File: src/rtl/rd_ack_mng_pkg.sv
// Shared constants for the CAM read-back path: register addresses, trigger bit,
// per-bit encoding values and FSM state encodings.
package rd_ack_mng_pkg;

   localparam logic [7:0] ADDR_STATUS = 8'h10;
   localparam logic [7:0] ADDR_DATA   = 8'h11;
   localparam logic [7:0] ADDR_INDEX  = 8'h12;
   localparam logic [7:0] ADDR_TRIG   = 8'h13;

   localparam int TRIG_BIT = 15;

   localparam logic [1:0] ENC_ZERO = 2'b00;
   localparam logic [1:0] ENC_ONE  = 2'b01;
   localparam logic [1:0] ENC_X    = 2'b10;

   typedef enum logic [1:0] {
      ST_IDLE = 2'd0,
      ST_REQ  = 2'd1,
      ST_WAIT = 2'd2
   } state_t;

   // Two-bit code for one entry bit; a don't-care bit overrides its data value.
   function automatic logic [1:0] enc_bit(input logic d, input logic m_eff);
      return m_eff ? ENC_X : (d ? ENC_ONE : ENC_ZERO);
   endfunction

endpackage

File: src/rtl/cam_x_encoder.sv
// Combinational re-encoder: N data bits plus mask to 2N-bit code (0->00, 1->01, x->10).
// In CAM mode the mask is ignored so every bit encodes as a plain 0/1.
module cam_x_encoder
   import rd_ack_mng_pkg::*;
#(
   parameter int N         = 8,
   parameter int CAM_MODEL = 1
) (
   input  logic [N-1:0]   data,
   input  logic [N-1:0]   mask,
   output logic [2*N-1:0] code
);

   logic [N-1:0] mask_eff;
   logic         mask_unused;

   // Keeps the mask visibly consumed when CAM mode folds it away.
   assign mask_unused = ^mask;

   genvar gi;
   generate
      for (gi = 0; gi < N; gi++) begin : g_bit
         assign mask_eff[gi]      = (CAM_MODEL == 0) ? mask[gi] : 1'b0;
         assign code[2*gi +: 2]   = enc_bit(data[gi], mask_eff[gi]);
      end
   endgenerate

endmodule

File: src/rtl/rd_ack_mng.sv
// CAM/TCAM entry read-back manager. A register write to the trigger address
// issues a one-cycle read request; the response is encoded and held in
// read-only registers with busy/done/timeout status and an error counter.
// Optional WAIT timeout enabled by defining CAM_RD_TIMEOUT_EN.
module rd_ack_mng
   import rd_ack_mng_pkg::*;
#(
   parameter int PORT_MNG_DATA_WIDTH = 8,
   parameter int CAM_MODEL           = 1,
   parameter int REG_ADDR_BUS_WIDTH  = 8,
   parameter int REG_DATA_BUS_WIDTH  = 16,
   parameter int DATA_CNT_WIDTH      = 6,
   parameter int TIMEOUT_CYCLES      = 255
) (
   input  logic                           i_clk,
   input  logic                           i_rst,
   output logic                           o_read_req,
   output logic [DATA_CNT_WIDTH-1:0]      o_read_cnt,
   input  logic [PORT_MNG_DATA_WIDTH-1:0] i_read_data,
   input  logic [PORT_MNG_DATA_WIDTH-1:0] i_read_mask,
   input  logic                           i_read_data_vld,
   input  logic                           i_refresh_list_pulse,
   input  logic                           i_switch_err_cnt_clr,
   input  logic                           i_switch_reg_bus_we,
   input  logic [REG_ADDR_BUS_WIDTH-1:0]  i_switch_reg_bus_we_addr,
   input  logic [REG_DATA_BUS_WIDTH-1:0]  i_switch_reg_bus_we_din,
   input  logic                           i_switch_reg_bus_we_din_v,
   input  logic                           i_switch_reg_bus_rd,
   input  logic [REG_ADDR_BUS_WIDTH-1:0]  i_switch_reg_bus_rd_addr,
   output logic [REG_DATA_BUS_WIDTH-1:0]  o_switch_reg_bus_rd_dout,
   output logic                           o_switch_reg_bus_rd_dout_v
);

   localparam int ENC_W = 2 * PORT_MNG_DATA_WIDTH;

   state_t                        state_reg, state_next;
   logic [DATA_CNT_WIDTH-1:0]     index_reg;
   logic [REG_DATA_BUS_WIDTH-1:0] data_reg;
   logic [REG_DATA_BUS_WIDTH-1:0] dout_reg, dout_next;
   logic                          dout_v_reg;
   logic                          done_reg;
   logic                          timeout_reg;
   logic [7:0]                    err_cnt_reg;
   logic [ENC_W-1:0]              enc_code;
   logic                          trig_hit, trig_accept, collision, resp_accept;
   logic                          timeout_hit, err_inc, busy;
   logic                          din_unused;

   assign din_unused = ^i_switch_reg_bus_we_din;

   assign trig_hit = i_switch_reg_bus_we && i_switch_reg_bus_we_din_v &&
                     (i_switch_reg_bus_we_addr == ADDR_TRIG) &&
                     i_switch_reg_bus_we_din[TRIG_BIT];

   cam_x_encoder #(
      .N         (PORT_MNG_DATA_WIDTH),
      .CAM_MODEL (CAM_MODEL)
   ) u_enc (
      .data (i_read_data),
      .mask (i_read_mask),
      .code (enc_code)
   );

`ifdef CAM_RD_TIMEOUT_EN
   logic [7:0] to_cnt_reg;

   assign timeout_hit = (state_reg == ST_WAIT) && !i_read_data_vld &&
                        (to_cnt_reg == 8'(TIMEOUT_CYCLES - 1));

   // WAIT-cycle counter, restarted every time WAIT is entered.
   always_ff @(posedge i_clk or posedge i_rst) begin
      if (i_rst)                    to_cnt_reg <= '0;
      else if (state_reg != ST_WAIT) to_cnt_reg <= '0;
      else                          to_cnt_reg <= to_cnt_reg + 8'd1;
   end

   // Sticky timeout flag; a new timeout beats a simultaneous refresh.
   always_ff @(posedge i_clk or posedge i_rst) begin
      if (i_rst)                     timeout_reg <= 1'b0;
      else if (timeout_hit)          timeout_reg <= 1'b1;
      else if (i_refresh_list_pulse) timeout_reg <= 1'b0;
   end
`else
   localparam int unused_timeout_cycles = TIMEOUT_CYCLES;
   assign timeout_hit = 1'b0;
   assign timeout_reg = 1'b0;
`endif

   // Next-state and transaction-event decode.
   always_comb begin
      state_next  = state_reg;
      trig_accept = 1'b0;
      collision   = 1'b0;
      resp_accept = 1'b0;
      case (state_reg)
         ST_IDLE: begin
            if (trig_hit) begin
               trig_accept = 1'b1;
               state_next  = ST_REQ;
            end
         end
         ST_REQ: begin
            collision  = trig_hit;
            state_next = ST_WAIT;
         end
         ST_WAIT: begin
            collision = trig_hit;
            if (i_read_data_vld) begin
               resp_accept = 1'b1;
               state_next  = ST_IDLE;
            end else if (timeout_hit) begin
               state_next = ST_IDLE;
            end
         end
         default: state_next = ST_IDLE;
      endcase
   end

   // FSM state register.
   always_ff @(posedge i_clk or posedge i_rst) begin
      if (i_rst) state_reg <= ST_IDLE;
      else       state_reg <= state_next;
   end

   assign busy       = (state_reg != ST_IDLE);
   assign o_read_req = (state_reg == ST_REQ);
   assign o_read_cnt = index_reg;
   assign err_inc    = collision | timeout_hit;

   // Index latched on an accepted trigger.
   always_ff @(posedge i_clk or posedge i_rst) begin
      if (i_rst)            index_reg <= '0;
      else if (trig_accept) index_reg <= i_switch_reg_bus_we_din[DATA_CNT_WIDTH-1:0];
   end

   // Encoded data: loaded on a response, wiped on a timeout.
   always_ff @(posedge i_clk or posedge i_rst) begin
      if (i_rst)            data_reg <= '0;
      else if (resp_accept) data_reg <= REG_DATA_BUS_WIDTH'(enc_code);
      else if (timeout_hit) data_reg <= '0;
   end

   // Done flag: set by a response (wins over refresh), cleared by refresh or new trigger.
   always_ff @(posedge i_clk or posedge i_rst) begin
      if (i_rst)                     done_reg <= 1'b0;
      else if (resp_accept)          done_reg <= 1'b1;
      else if (i_refresh_list_pulse) done_reg <= 1'b0;
      else if (trig_accept)          done_reg <= 1'b0;
   end

   // Saturating error counter; clear has priority over an increment.
   always_ff @(posedge i_clk or posedge i_rst) begin
      if (i_rst)                                  err_cnt_reg <= '0;
      else if (i_switch_err_cnt_clr)              err_cnt_reg <= '0;
      else if (err_inc && (err_cnt_reg != 8'hFF)) err_cnt_reg <= err_cnt_reg + 8'd1;
   end

   // Register read mux; unmapped addresses return zero.
   always_comb begin
      dout_next = '0;
      case (i_switch_reg_bus_rd_addr)
         REG_ADDR_BUS_WIDTH'(ADDR_STATUS):
            dout_next = REG_DATA_BUS_WIDTH'({err_cnt_reg, 5'd0, timeout_reg, done_reg, busy});
         REG_ADDR_BUS_WIDTH'(ADDR_DATA):  dout_next = data_reg;
         REG_ADDR_BUS_WIDTH'(ADDR_INDEX): dout_next = REG_DATA_BUS_WIDTH'(index_reg);
         default:                         dout_next = '0;
      endcase
   end

   // Read data registered one cycle after the strobe and held between reads.
   always_ff @(posedge i_clk or posedge i_rst) begin
      if (i_rst) begin
         dout_reg   <= '0;
         dout_v_reg <= 1'b0;
      end else begin
         dout_v_reg <= i_switch_reg_bus_rd;
         if (i_switch_reg_bus_rd) dout_reg <= dout_next;
      end
   end

   assign o_switch_reg_bus_rd_dout   = dout_reg;
   assign o_switch_reg_bus_rd_dout_v = dout_v_reg;

endmodule

File: config.mk
export PLATFORM = sky130hd
export DESIGN_NAME = rd_ack_mng
export DESIGN_NICKNAME = d
export VERILOG_FILES = /design/src/rtl/rd_ack_mng_pkg.sv /design/src/rtl/cam_x_encoder.sv /design/src/rtl/rd_ack_mng.sv
export SDC_FILE = /design/constraint.sdc
export NUM_CORES = 1
export LEC_CHECK = 0
export CAP_MARGIN = 15
export CORE_ASPECT_RATIO = 1.2
export CORE_UTILIZATION = 55
export DETAILED_ROUTE_END_ITERATION = 10
export DONT_BUFFER_PORTS = 1
export PLACE_DENSITY = 0.7
export RECOVER_POWER = 50
export REMOVE_ABC_BUFFERS = 1
export SYNTH_ARGS = -nofsm -noshare
export SYNTH_HDL_FRONTEND = slang
export SYNTH_HIERARCHICAL = 1
export SYNTH_SLANG_ARGS = --single-unit
File: constraint.sdc
create_clock -name i_clk -period 3.4 [get_ports i_clk]
set_input_delay 0.68 -clock i_clk [delete_from_list [all_inputs] [get_ports i_clk]]
set_output_delay 0.68 -clock i_clk [all_outputs]
set_load 0.05 [all_outputs]
==> run_summary.xml <==
<?xml version="1.0" encoding="UTF-8"?>
<metrics>
  <group name="global_route">
    <metric name="grt.total_usage" unit="%">20.49</metric>
    <metric name="grt_antenna_before_repair" unit="">0</metric>
    <metric name="number_of_global_route_vias_before_repair" unit="">1626</metric>
    <metric name="grt_max_degree" unit="">51</metric>
    <metric name="overflow" unit="">0</metric>
    <metric name="grt_first_pass_wirelength" unit="mm">7.286</metric>
  </group>
  <group name="cts">
    <metric name="postCtsSetupRepairBufs" unit="">0</metric>
    <metric name="clock_tree.htree_level_count" unit="">2</metric>
    <metric name="clk_tree_root_cell" unit="">clkbuf_8</metric>
    <metric name="cts_made_buffers" unit="">5</metric>
    <metric name="post_cts.resized_instances" unit="">0</metric>
    <metric name="tritoncts_num_sinks" unit="">50</metric>
    <metric name="cts-hold-fix-buffers" unit="">0</metric>
    <metric name="cts.clk_slew.worst_paths" unit="ns">0.09</metric>
    <metric name="clock_tree_from_tritoncts" unit="">built</metric>
    <metric name="clk_latency" unit="ns">0.31</metric>
    <metric name="maximum_buffer_depth_of_the_clock_tree" unit="">2</metric>
  </group>
  <group name="yosys">
    <metric name="synth_area_per_cell" unit="um2">11.12</metric>
    <metric name="post_synth_xor_area_fraction" unit="%">0</metric>
    <metric name="yosys.area.top_type" unit="">dfrtp_1</metric>
    <metric name="synth.yosys.warnings" unit="">6</metric>
    <metric name="synth_cell_types" unit="">37</metric>
    <metric name="synth-seq-cells" unit="">50</metric>
    <metric name="synth_cells" unit="">218</metric>
    <metric name="synth-compound-area-share" unit="%">11.09</metric>
    <metric name="synth-simple-area-share" unit="%">10.37</metric>
    <metric name="synth_top_family_by_area" unit="">multiplexers</metric>
    <metric name="synth_top_area_share" unit="%">51.60</metric>
    <metric name="synth.area.mux_share" unit="%">14.86</metric>
    <metric name="post_synth_instance_area" unit="um2">2425</metric>
    <metric name="synth_sequential_area_ratio" unit="%">51.60</metric>
    <metric name="top_cells_by_area_in_the_synthesized_netlist" unit="">dfrtp_1 (52%), mux2_2 (11%), buf_4 (5.0%)</metric>
    <metric name="synth_adder_area_share" unit="%">2.064</metric>
  </group>
  <group name="critical_path">
    <metric name="start_kind" unit="">input port</metric>
    <metric name="crit_type" unit="">in -&gt; reg</metric>
    <metric name="critPathArrivalTime" unit="ns">2.40</metric>
    <metric name="timing.critical_path.required" unit="ns">3.63</metric>
    <metric name="crit_path_max_fanout" unit="">16</metric>
    <metric name="critical_path.endpoint_type" unit="">flip-flop</metric>
  </group>
  <group name="timing">
    <metric name="max_slew.worst_pin.slew" unit="ns">1.833</metric>
    <metric name="worst_clock_skew" unit="ns">0.007778</metric>
    <metric name="worst_path_setup_slack_after_routing" unit="ns">1.236</metric>
    <metric name="totalNegativeSetupSlack" unit="ns">0</metric>
    <metric name="layout_min_cycle_time" unit="ns">2.164</metric>
    <metric name="timing.fmax" unit="MHz">462.2</metric>
    <metric name="relSlewSlack" unit="%">-22.36</metric>
    <metric name="grt_setup_unrepaired" unit="">false</metric>
    <metric name="setup-violations-final" unit="">0</metric>
    <metric name="final_hold_viol_count" unit="">0</metric>
    <metric name="layout_worst_path_cycle_share" unit="%">63.63</metric>
    <metric name="final_max_slew_viol_count" unit="">51</metric>
  </group>
  <group name="floorplan">
    <metric name="die_width" unit="um">62.62</metric>
    <metric name="design.portCount" unit="">80</metric>
    <metric name="placementRows" unit="">26</metric>
    <metric name="dieHeight" unit="um">74.74</metric>
    <metric name="design.core.area" unit="um2">4229</metric>
    <metric name="initial_core_util" unit="%">57.34</metric>
    <metric name="die_area" unit="um2">4680</metric>
  </group>
  <group name="routing">
    <metric name="drc_errors" unit="">0</metric>
    <metric name="detail_route.first_pass.iterations" unit="">4</metric>
    <metric name="vias" unit="">1551</metric>
    <metric name="wl_per_cell" unit="um">16.91</metric>
    <metric name="drt-initial-drc-count" unit="">132</metric>
    <metric name="avgViaCountPerCell" unit="">5.875</metric>
    <metric name="routed_wirelength" unit="mm">4.465</metric>
    <metric name="route.antenna.remaining_nets" unit="">0</metric>
  </group>
  <group name="placed_design">
    <metric name="post-dp-hpwl" unit="mm">3.208</metric>
    <metric name="place_inst" unit="">256</metric>
    <metric name="gp_weighted_congestion" unit="">0.8879</metric>
    <metric name="placement.setup.worst_slack" unit="ns">0.9406</metric>
    <metric name="port-buffer-count" unit="">0</metric>
  </group>
  <group name="power_and_ir_drop">
    <metric name="cellPowerDensity" unit="nW/um2">441.3</metric>
    <metric name="vdd_ir_drop_max" unit="mV">0.2219</metric>
    <metric name="leakagePower" unit="nW">1.113</metric>
    <metric name="report.power.total" unit="mW">1.093</metric>
  </group>
  <group name="flow_run">
    <metric name="drv.max_cap_violation_count" unit="">1</metric>
  </group>
  <group name="cells_and_area">
    <metric name="post_route_cells_drive_above_1_share" unit="%">16.83</metric>
    <metric name="layout.cells.non_filler" unit="">264</metric>
    <metric name="antenna_cells" unit="">0</metric>
    <metric name="nets" unit="">267</metric>
    <metric name="areaGrowthSynthToFinish" unit="%">2.167</metric>
  </group>
  <group name="hold_path">
    <metric name="holdCritPathClass" unit="">in -&gt; reg</metric>
  </group>
  <group name="status">
    <metric name="status" unit="">finished with violations</metric>
    <metric name="violations_in_the_final_reports" unit="">capacitance limit, slew limit</metric>
  </group>
</metrics>
## synth_stat cells
cell type and count:
or3_1 2, nor2b_1 4, inv_1 22, a32o_1 1
nand2_1 8, or3b_1 1, nand4bb_1 1, a22o_1 4
nor3_2 1, clkbuf_1 5, and4_1 1, conb_1 1
o22ai_1 12, buf_4 16, a2bb2oi_1 1, nand3b_1 1
nand4b_1 1, o41ai_1 1, nor3_1 2, or4b_2 1
nor4bb_1 1, buf_1 2, o21ai_0 6, a21oi_1 9
nor2_1 4, o21a_1 1, mux2i_1 9, or4_1 5
nand3_1 8, o31ai_1 4, ha_1 4, o22a_1 1
buf_2 2, nand4_1 1, o21ba_2 1, dfrtp_1 50
mux2_2 24
## through the flow
step	utilization, %	hold WS (ns)	instance area, um2
floorplan	-	0.4792	2295
global placement	55.92	0.4880	2365
detailed placement	55.92	0.4978	2365
CTS	58.58	0.3887	2477
global route	58.58	0.3780	2477
finish	58.58	0.3938	2477
## logic make-up (layout without fill, tap and decap cells)
kind of cell               Yosys count  after routing
DFF                                 50             50
buffers and inverters               47             30
AOI/OAI and AO/OA                   41             41
other                                1              8
muxes                               33             33
and+or+nand+nor                     42             42
adders and majority gates            4              4
## power by group
part           total, mW  switching [mW]  internal, mW
Sequential         0.622          0.0138         0.608
Clock              0.423           0.203         0.221
Combinational     0.0479          0.0264        0.0215
## final timing paths
check	slack, ns	endpoint	startpoint	cells after the start
setup / recovery	1.24	err_cnt_reg[6]	i_switch_reg_bus_we_addr[7]	4
hold reg to reg	0.51	data_reg[14]	data_reg[14]	1
setup reg to reg	1.27	err_cnt_reg[1]	err_cnt_reg[0]	5
hold / removal	0.39	o_switch_reg_bus_rd_dout_v	i_switch_reg_bus_rd	0
min in group asynchronous	0.84	o_switch_reg_bus_rd_dout[7]	i_rst	1
max in group asynchronous	1.48	state_reg[0]	i_rst	1
## placed cells by master, fill, tap and decap left out, types with 2 or more instances in the layout
cell      synthesis  layout
nor2b_1           4       4
clkbuf_8          0       5
o31ai_1           4       4
o21ai_0           6       6
a22o_1            4       4
dfrtp_1          50      50
conb_1            1       8
o22ai_1          12      12
ha_1              4       4
or4_1             5       5
a21oi_1           9       9
or3_1             2       2
nor3_1            2       2
inv_1            22      22
mux2_2           24      24
nand2_1           8       8
mux2i_1           9       9
nand3_1           8       8
nor2_1            4       4
## layout make-up
cell class,instances,area (um2)
clock inverters,3,43.79
multi-input cells,128,960.9
inverters,22,82.58
well taps,56,70.07
clock buffers,5,68.82
flip-flops and latches,50,1251
fillers,348,1752
## routing by layer
metal	GRT usage, %	routed length [um]	vias up
met4	9.044	82	0
met2	38.53	2369	64
met1	22.27	1757	756
met5	0	0	-
li1	-	-	722
met3	4.848	255	9
## critical path: stages
cell     delay [ns]
or3b_1         0.37
or3_1          0.59
or4_1          0.59
a21oi_1        0.16
No activity file was read; power rests on OpenSTA's default activity.
